==> src/rtl/switch_pkg.sv <==
// switch_pkg: shared defaults and helpers for the switch conditioner.
// No ports; imported by debounce_channel and switch_debounce_sync.
package switch_pkg;

   localparam int SW_DEBOUNCE_DEFAULT = 100000;
   localparam int SW_SYNC_DEFAULT     = 2;

   function automatic int cnt_width(input int n);
      return $clog2(n + 1);
   endfunction

endpackage

==> src/rtl/switch_debounce_sync_channel.sv <==
// debounce_channel: synchroniser, stability counter and edge flops for one switch.
// Ports: clk, rst (async low), i_sw_in raw level; o_sw debounced level,
// o_rise/o_fall registered pulses, o_rise_nxt/o_fall_nxt next-state pulses, o_agree.
module debounce_channel
   import switch_pkg::*;
#(
   parameter int   SYNC_STAGES     = SW_SYNC_DEFAULT,
   parameter int   DEBOUNCE_CYCLES = SW_DEBOUNCE_DEFAULT,
   parameter logic RESET_VAL       = 1'b0
) (
   input  logic clk,
   input  logic rst,
   input  logic i_sw_in,
   output logic o_sw,
   output logic o_rise,
   output logic o_fall,
   output logic o_rise_nxt,
   output logic o_fall_nxt,
   output logic o_agree
);

   localparam int            CW   = cnt_width(DEBOUNCE_CYCLES);
   localparam logic [CW-1:0] LAST = CW'(DEBOUNCE_CYCLES - 1);

   logic [SYNC_STAGES-1:0] r_sync;
   logic [CW-1:0]          r_cnt;
   logic                   r_sw;
   logic                   r_rise;
   logic                   r_fall;

   logic w_sync_q;
   logic w_diff;
   logic w_accept;

   assign w_sync_q = r_sync[SYNC_STAGES-1];
   assign w_diff   = w_sync_q != r_sw;
   // Accept on the edge that would otherwise count to DEBOUNCE_CYCLES.
   assign w_accept = w_diff && (r_cnt == LAST);

   always_ff @(posedge clk or negedge rst) begin
      if (!rst) begin
         r_sync <= '0;
         r_cnt  <= '0;
         r_sw   <= RESET_VAL;
         r_rise <= 1'b0;
         r_fall <= 1'b0;
      end else begin
         r_sync <= {r_sync[SYNC_STAGES-2:0], i_sw_in};
         r_rise <= w_accept &  w_sync_q;
         r_fall <= w_accept & ~w_sync_q;
         if (!w_diff) begin
            r_cnt <= '0;
         end else if (w_accept) begin
            r_cnt <= '0;
            r_sw  <= w_sync_q;
         end else begin
            r_cnt <= r_cnt + CW'(1);
         end
      end
   end

   assign o_sw       = r_sw;
   assign o_rise     = r_rise;
   assign o_fall     = r_fall;
   assign o_rise_nxt = w_accept &  w_sync_q;
   assign o_fall_nxt = w_accept & ~w_sync_q;
   assign o_agree    = ~w_diff;

endmodule

==> src/rtl/switch_debounce_sync.sv <==
// switch_debounce_sync: N-channel switch synchroniser/debouncer with edge pulses.
// Ports: clk, rst (async low), sw_in raw levels; sw, sw_rise, sw_fall, sw_change, sw_stable.
module switch_debounce_sync
   import switch_pkg::*;
#(
   parameter int              N_SW            = 6,
   parameter int              SYNC_STAGES     = SW_SYNC_DEFAULT,
   parameter int              DEBOUNCE_CYCLES = SW_DEBOUNCE_DEFAULT,
   parameter logic [N_SW-1:0] RESET_VAL       = {N_SW{1'b0}}
) (
   input  logic            clk,
   input  logic            rst,
   input  logic [N_SW-1:0] sw_in,
   output logic [N_SW-1:0] sw,
   output logic [N_SW-1:0] sw_rise,
   output logic [N_SW-1:0] sw_fall,
   output logic            sw_change,
   output logic            sw_stable
);

   logic [N_SW-1:0] w_rise_nxt;
   logic [N_SW-1:0] w_fall_nxt;
   logic [N_SW-1:0] w_agree;
   logic            r_change;

   for (genvar i = 0; i < N_SW; i++) begin : g_ch
      debounce_channel #(
         .SYNC_STAGES    (SYNC_STAGES),
         .DEBOUNCE_CYCLES(DEBOUNCE_CYCLES),
         .RESET_VAL      (RESET_VAL[i])
      ) u_ch (
         .clk       (clk),
         .rst       (rst),
         .i_sw_in   (sw_in[i]),
         .o_sw      (sw[i]),
         .o_rise    (sw_rise[i]),
         .o_fall    (sw_fall[i]),
         .o_rise_nxt(w_rise_nxt[i]),
         .o_fall_nxt(w_fall_nxt[i]),
         .o_agree   (w_agree[i])
      );
   end

   // Registered from next-state pulses so it lines up with sw_rise/sw_fall.
   always_ff @(posedge clk or negedge rst) begin
      if (!rst) begin
         r_change <= 1'b0;
      end else begin
         r_change <= |{w_rise_nxt, w_fall_nxt};
      end
   end

   assign sw_change = r_change;
   assign sw_stable = &w_agree;

endmodule
==> config.mk <==
export PLATFORM = sky130hd
export DESIGN_NAME = switch_debounce_sync
export DESIGN_NICKNAME = d
export VERILOG_FILES = /design/src/rtl/switch_pkg.sv /design/src/rtl/switch_debounce_sync_channel.sv /design/src/rtl/switch_debounce_sync.sv
export SDC_FILE = /design/constraint.sdc
export NUM_CORES = 1
export LEC_CHECK = 0
export ABC_CLOCK_PERIOD_IN_PS = 1900
export CORE_ASPECT_RATIO = 0.6
export CORE_MARGIN = 5
export CORE_UTILIZATION = 30
export CTS_BUF_LIST = sky130_fd_sc_hd__clkbuf_4
export DETAILED_ROUTE_END_ITERATION = 10
export MAX_ROUTING_LAYER = met4
export SLEW_MARGIN = 10
export SYNTH_ARGS = -nofsm -noshare
export SYNTH_HDL_FRONTEND = slang
export SYNTH_SLANG_ARGS = --single-unit
==> constraint.sdc <==
create_clock -name clk -period 1.9 [get_ports clk]
set_input_delay 0.38 -clock clk [delete_from_list [all_inputs] [get_ports clk]]
set_output_delay 0.38 -clock clk [all_outputs]
set_load 0.01 [all_outputs]
==> reports/results.ini <==
[clock_tree]
cts.sink_count = 133
cts_buffers = 17
clkSlewWorstSetupHoldPaths_ps = 120
clock_path_buffers = 2
cts-root-buf = clkbuf_4
h-tree-depth = 4
cts_tree = yes
clkLatencyLatePin_ps = 530

[pwr]
p_per_area_nw_per_um2 = 742
ir_drop_mv = 0.284
leakagePower_uw = 0.00322

[die]
dieWidth_um = 193
row_count = 40
dieArea_um2 = 23100
start_util = 0.304
io_pins = 28
fp.coreArea_um2 = 19900
fp.dieH_um = 120

[final_layout]
fin_cells = 936
diodes = 0
fin_area_um2 = 7300
multi_input_area_um2 = 2600
nNetsFinal = 665
regArea_um2 = 3330
synthToLayoutAreaGrowth_pct = 21.0
fill_cells = 1988
drive_above_1_share = 0.164

[status]
status = complete, but fails checks
violations = negative setup slack

[critical_path]
path_buf_inv = 2
start_kind = flip-flop
critPathMaxStageDelay_ps = 430
crit_family = simple AND/OR/NAND/NOR gates
worstSetupPathType = reg -> reg
cp.required_ps = 2320
path_cells = xnor2_2 -> buf_4 -> or4_4 -> nor3_4 -> or2_4 -> clkbuf_16 -> nor2_4
worst-path-max-fanout = 7
cpMaxStageDelayCell = dfrtp_1
end_kind = flip-flop
arrival_ps = 2390

[global_routing]
grt_pass1_vias = 3956
grt_max_degree = 44
grt_pass1_wl_mm = 20.0
grtUsageTotal = 0.113
grt_overflow_total = 0
antenna_found_initial = 0

[sta]
hold_viol = 0
period_needed_ps = 1970
tightest_slew_ps = 483
rsz0062_at_grt = yes
setup_violations = 16
layout_setup_ws_ps = -68.6
fmax_ghz = 0.508
fin_crit_sh = 1.04
drv_slew = 0
final.setup_skew_ps = 20.0
maxSlewHeadroom = 0.676

[yosys]
synth_nets = 606
synth_cells = 592
synthDistinctLibCells = 35
synth_area_um2 = 6030
syn_avg_cell_area_um2 = 10.2
yosysSeqAreaShare = 0.552
synth.ff_latch_count = 133
yosys_warnings = 0

[drt]
drc = 0
dr.pass1.iters = 4
drt_first_iter_violations = 213
vias = 4102
routed_wl_mm = 11.9
routedWlPerCell_um = 12.7
ant_nets = 0
vias_per_cell = 4.38

[placed_design]
place_inst = 897
place_area_um2 = 6740
portBuffers = 27
gp_congestion = 0.816
hpwl_mm = 8.31

[worst_hold_path]
hp-class = in -> reg

[run]
cap_violations = 0

-- cells by family after synthesis --
logic type      share of synthesized area
xor+xnor                            0.141
mux                               0.00560
flops                               0.552
buf+inv                            0.0435
simple gates                        0.242
compound gates                    0.00415
fa+ha+maj                          0.0124
-- timing repair --
action | in CTS | in global routing
setup buffers | 1 | 5
pin swaps | 2 | 21
endpoints found under the hold margin | 39 | 0
hold buffers | 1 | 0
gates cloned | 0 | 1
gates resized for setup | 19 | 32
setup endpoints to repair | 22 | 38
-- state kept, by name (all words and copies together), names as in the netlist --
register	cells
g_ch.u_ch.r_cnt	102
g_ch.u_ch.o_rise	6
g_ch.u_ch.r_sync	12
sw_change	1
g_ch.u_ch.o_fall	6
g_ch.u_ch.o_sw	6
-- layout by cell type (no fill, tap or decap), types with 2 or more instances in the layout --
master and instances:
nor4bb_1 3, buf_4 38, a21o_1 2, nor4b_1 2, mux2_2 2, nor4_1 6, and3_1 12, nand2b_1 2
or2_2 3, nand3_1 31, inv_1 12, nor2_4 10, buf_6 2, or3_1 3, clkinvlp_4 2, clkinv_1 2
clkbuf_4 17, dlygate4sd2_1 8, nor3_1 16, bufinv_16 5, nand4_1 31, ha_1 6, xnor2_2 6, dfrtp_1 133
nor2_2 7, o21ai_0 2, xnor2_1 33, nor2_1 115, nand2_1 45, xor2_1 58, and2_1 4, buf_12 3
clkdlybuf4s50_1 17, clkinv_2 2, and4_1 8, clkinv_4 2
-- worst paths after layout --
kind	slack, ps	depth (start not counted)	start	end
setup / recovery	-70	7	g_ch[3].u_ch.r_sync[1]$_DFF_PN0_	g_ch[3].u_ch.r_cnt[6]$_DFF_PN0_
hold reg to reg	360	0	g_ch[2].u_ch.r_sync[0]$_DFF_PN0_	g_ch[2].u_ch.r_sync[1]$_DFF_PN0_
max in group asynchronous	970	3	rst	g_ch[1].u_ch.r_cnt[6]$_DFF_PN0_
min in group asynchronous	320	2	rst	g_ch[1].u_ch.r_cnt[14]$_DFF_PN0_
hold / removal	270	1	sw_in[4]	g_ch[4].u_ch.r_sync[0]$_DFF_PN0_
setup reg to reg	-70	7	g_ch[3].u_ch.r_sync[1]$_DFF_PN0_	g_ch[3].u_ch.r_cnt[6]$_DFF_PN0_
-- per-layer routing --
layer	GRT usage	share of wire	vias up
li1	-	-	2072
met1	0.172	0.56	1966
met2	0.142	0.40	53
met3	0.0314	0.032	11
met4	0.0358	0.0091	0
met5	-	0	-
-- final cells by class --
cell class | instances | share of cell area
sequential | 133 | 0.456
multi-input combinational | 416 | 0.356
timing repair buffer | 71 | 0.0888
tap | 273 | 0.0468
clock inverter | 14 | 0.0286
clock buffer | 17 | 0.0175
inverter | 12 | 0.00617
-- synthesized netlist by cell type --
| master | n | share of area |
|---|---|---|
| nor3b_1 | 1 | 0.0012 |
| or3_1 | 3 | 0.0031 |
| buf_2 | 7 | 0.0058 |
| nand2b_1 | 2 | 0.0021 |
| and2b_2 | 1 | 0.0015 |
| ha_1 | 6 | 0.012 |
| and2_1 | 4 | 0.0041 |
| nor4_1 | 7 | 0.0073 |
| nor3_1 | 16 | 0.013 |
| or4_1 | 1 | 0.0012 |
| mux2_2 | 3 | 0.0056 |
| and3_1 | 12 | 0.012 |
| nor2b_1 | 1 | 0.0010 |
| nor4b_1 | 2 | 0.0029 |
| nand4_1 | 31 | 0.032 |
| and2_2 | 1 | 0.0012 |
| o21ai_0 | 2 | 0.0017 |
| nor4bb_1 | 3 | 0.0050 |
| dfrtp_1 | 133 | 0.55 |
| xnor2_1 | 39 | 0.057 |
| nand3_1 | 31 | 0.026 |
| nand2_1 | 45 | 0.028 |
| nor3_2 | 1 | 0.0017 |
| buf_6 | 1 | 0.0019 |
| xor2_1 | 58 | 0.084 |
| buf_4 | 18 | 0.022 |
| a21o_1 | 2 | 0.0025 |
| inv_1 | 12 | 0.0075 |
| buf_12 | 1 | 0.0033 |
| nor2_1 | 132 | 0.082 |
| and4_1 | 8 | 0.012 |
| clkbuf_2 | 1 | 0.00083 |
| clkbuf_1 | 3 | 0.0019 |
| or2_1 | 1 | 0.0010 |
| or2_2 | 3 | 0.0031 |
-- where the power goes --
part           internal [uW]  switching (uW)  leakage (uW)
clock network           1160            1080      0.000173
registers               2870            42.3       0.00182
logic                    106             152       0.00123
total                   4140            1270       0.00322
-- through the flow --
stage,utilization,TNS [ps],hold slack [ps],setup WS (ps),power [uW]
final,0.368,-716,271,-68.6,5410
after CTS,0.358,-152,225,-152,5460
after floorplan,-,0,84.4,132,3070
after detailed placement,0.339,-1.46,337,-1.46,3200
after global routing,0.368,-2260,229,-174,5650
after global placement,0.339,0,337,1.14,3200
Note: power is estimated with default switching activity, not from simulation.
==> variant (same settings) <==
Register the output `sw_fall`, with the module's reset; this adds one clock of latency there. The other outputs are not delayed to match. Comments in the files are not updated.
--- a/src/rtl/switch_debounce_sync.sv
+++ b/src/rtl/switch_debounce_sync.sv
@@ -18,6 +18,8 @@
    output logic            sw_stable
 );
 
+   logic [N_SW-1:0] sw_fall_d;
+
    logic [N_SW-1:0] w_rise_nxt;
    logic [N_SW-1:0] w_fall_nxt;
    logic [N_SW-1:0] w_agree;
@@ -34,7 +36,7 @@
          .i_sw_in   (sw_in[i]),
          .o_sw      (sw[i]),
          .o_rise    (sw_rise[i]),
-         .o_fall    (sw_fall[i]),
+         .o_fall    (sw_fall_d[i]),
          .o_rise_nxt(w_rise_nxt[i]),
          .o_fall_nxt(w_fall_nxt[i]),
          .o_agree   (w_agree[i])
@@ -53,4 +55,12 @@
    assign sw_change = r_change;
    assign sw_stable = &w_agree;
 
+   always_ff @(posedge clk or negedge rst) begin
+      if (!rst) begin
+         sw_fall <= '0;
+      end else begin
+         sw_fall <= sw_fall_d;
+      end
+   end
+
 endmodule
Formal check against the unedited RTL: no difference found for any inputs over 10 cycles, from zero or initial values and one cycle with rst low; that may be too few to reach the edited logic, so the function may still have changed.
==> variant against the original RTL <==
The run still ends with negative setup slack left; design area increased by 1.9%; non-clock buffer count up 4; via count is 0.20% lower; cell count is 1.1% higher; worst setup slack improved by 0.0065 ns; area after synthesis grew 1.7%; synthesized cell count did not move; sequential cell count up 6; power up 2.6%; wire length rose by 1.9%.
==> variant: results <==
export IMPL_status="finished with violations"
export IMPL_violations="negative setup slack"
export IMPL_nets=675
export IMPL_clk_pin_slew_ns=0.15
export IMPL_yosys_area_share_adder_pct=1.22
export IMPL_timing_rr_end="g_ch[3].u_ch.r_cnt[5]"
export IMPL_clockPowerShare_pct=40.5
export IMPL_place_congestion=0.798
export IMPL_finalWirelength_mm=12.1
export IMPL_power_share_sequential_pct=54.8
export IMPL_startpoint="g_ch[4].u_ch.o_sw"
export IMPL_clk_share_pct=4.52
export IMPL_setup_tns_ns=-0.0622
export IMPL_fillerInstances=1990
export IMPL_comb_power_mw=0.264
export IMPL_synthXorXnorAreaFrac_pct=13.8
export IMPL_layout_cells_non_filler=946
export IMPL_synthMuxAreaShare_pct=0.550
export IMPL_nonClkBufAreaFrac_pct=9.08
export IMPL_dr_pass1_iters=4
export IMPL_first_iter_violations=184
export IMPL_dpl_hpwl_mm=8.61
export IMPL_p_leak_nw=3.35
export IMPL_seq_area_frac_synth_pct=56.7
export IMPL_p_sw_mw=1.38
export IMPL_reg2reg_setup_slack_ns=0
export IMPL_timing_hold_ws_ns=0.266
export IMPL_clock_skew_ns=0.0402
export IMPL_reg_largest_list="g_ch.u_ch.r_cnt (102), g_ch.u_ch.r_sync (12)"
export IMPL_syn_area_per_cell_sq_um=10.4
export IMPL_arrival_ns=1.58
export IMPL_taps=273
export IMPL_dp_cells=907
export IMPL_grt_use_total_pct=11.0
export IMPL_synth_common_cells="dfrtp_1 (139), nor2_1 (132), xor2_1 (58)"
export IMPL_postLayoutSetupSlackWorst_ns=-0.0622
export IMPL_slew_limit_headroom_pct=68.7
export IMPL_grt_pass1_wl_mm=20.1
export IMPL_ys_seq_elements=139
export IMPL_sh_seq_area_pct=46.8
export IMPL_vias_per_cell=4.33
export IMPL_hp_class="input pin to async pin"
export IMPL_ir_drop_uv=395
export IMPL_grt_max_degree=41
export IMPL_synth_compound_area_share_pct=0.408
export IMPL_buffers=75
export IMPL_worstPathMaxFanout=2
export IMPL_design_area_sq_um=7440
export IMPL_synth_area_leaders="dfrtp_1 (57%), xor2_1 (8.3%), nor2_1 (8.1%), xnor2_1 (5.6%), nand4_1 (3.2%)"
export IMPL_postPlaceCellArea_sq_um=6920
export IMPL_drive_above_1_share_pct=16.5
export IMPL_finalSetupViolCount=1
export IMPL_multi_input_area_share_pct=34.4
[variant: worst max-delay path by stage]
stage / cells after the start / slack (ns) / endpoint
after floorplan: 9 / 0.13 / g_ch[5].u_ch.r_cnt[10]
after global placement: 4 / -0.02 / sw_stable
after detailed placement: 4 / -0.03 / sw_stable
after CTS: 4 / -0.15 / sw_stable
after global routing: 4 / -0.20 / sw_stable
final: 4 / -0.06 / sw_stable
[variant: per-layer routing]
metal	GRT usage [%]	share of wire, %
met1	17.7	57
met2	12.8	37
met3	2.90	4.5
met4	3.56	0.92
met5	-	0
[variant: worst max-delay path, stage by stage (launching register included)]
cell and delay (ns):
dfrtp_1 0.44, xnor2_2 0.23, nand4_1 0.12, nor2_2 0.12, buf_2 0.14
[variant: repair_timing]
action / 4_1_cts / 5_1_grt
endpoints found under the setup margin: 9 / 18
setup buffers: 1 / 5
gates cloned: 0 / 1
hold endpoints to repair: 38 / 0
pin swaps: 4 / 13
hold buffers: 1 / 0
gates resized for setup: 17 / 27
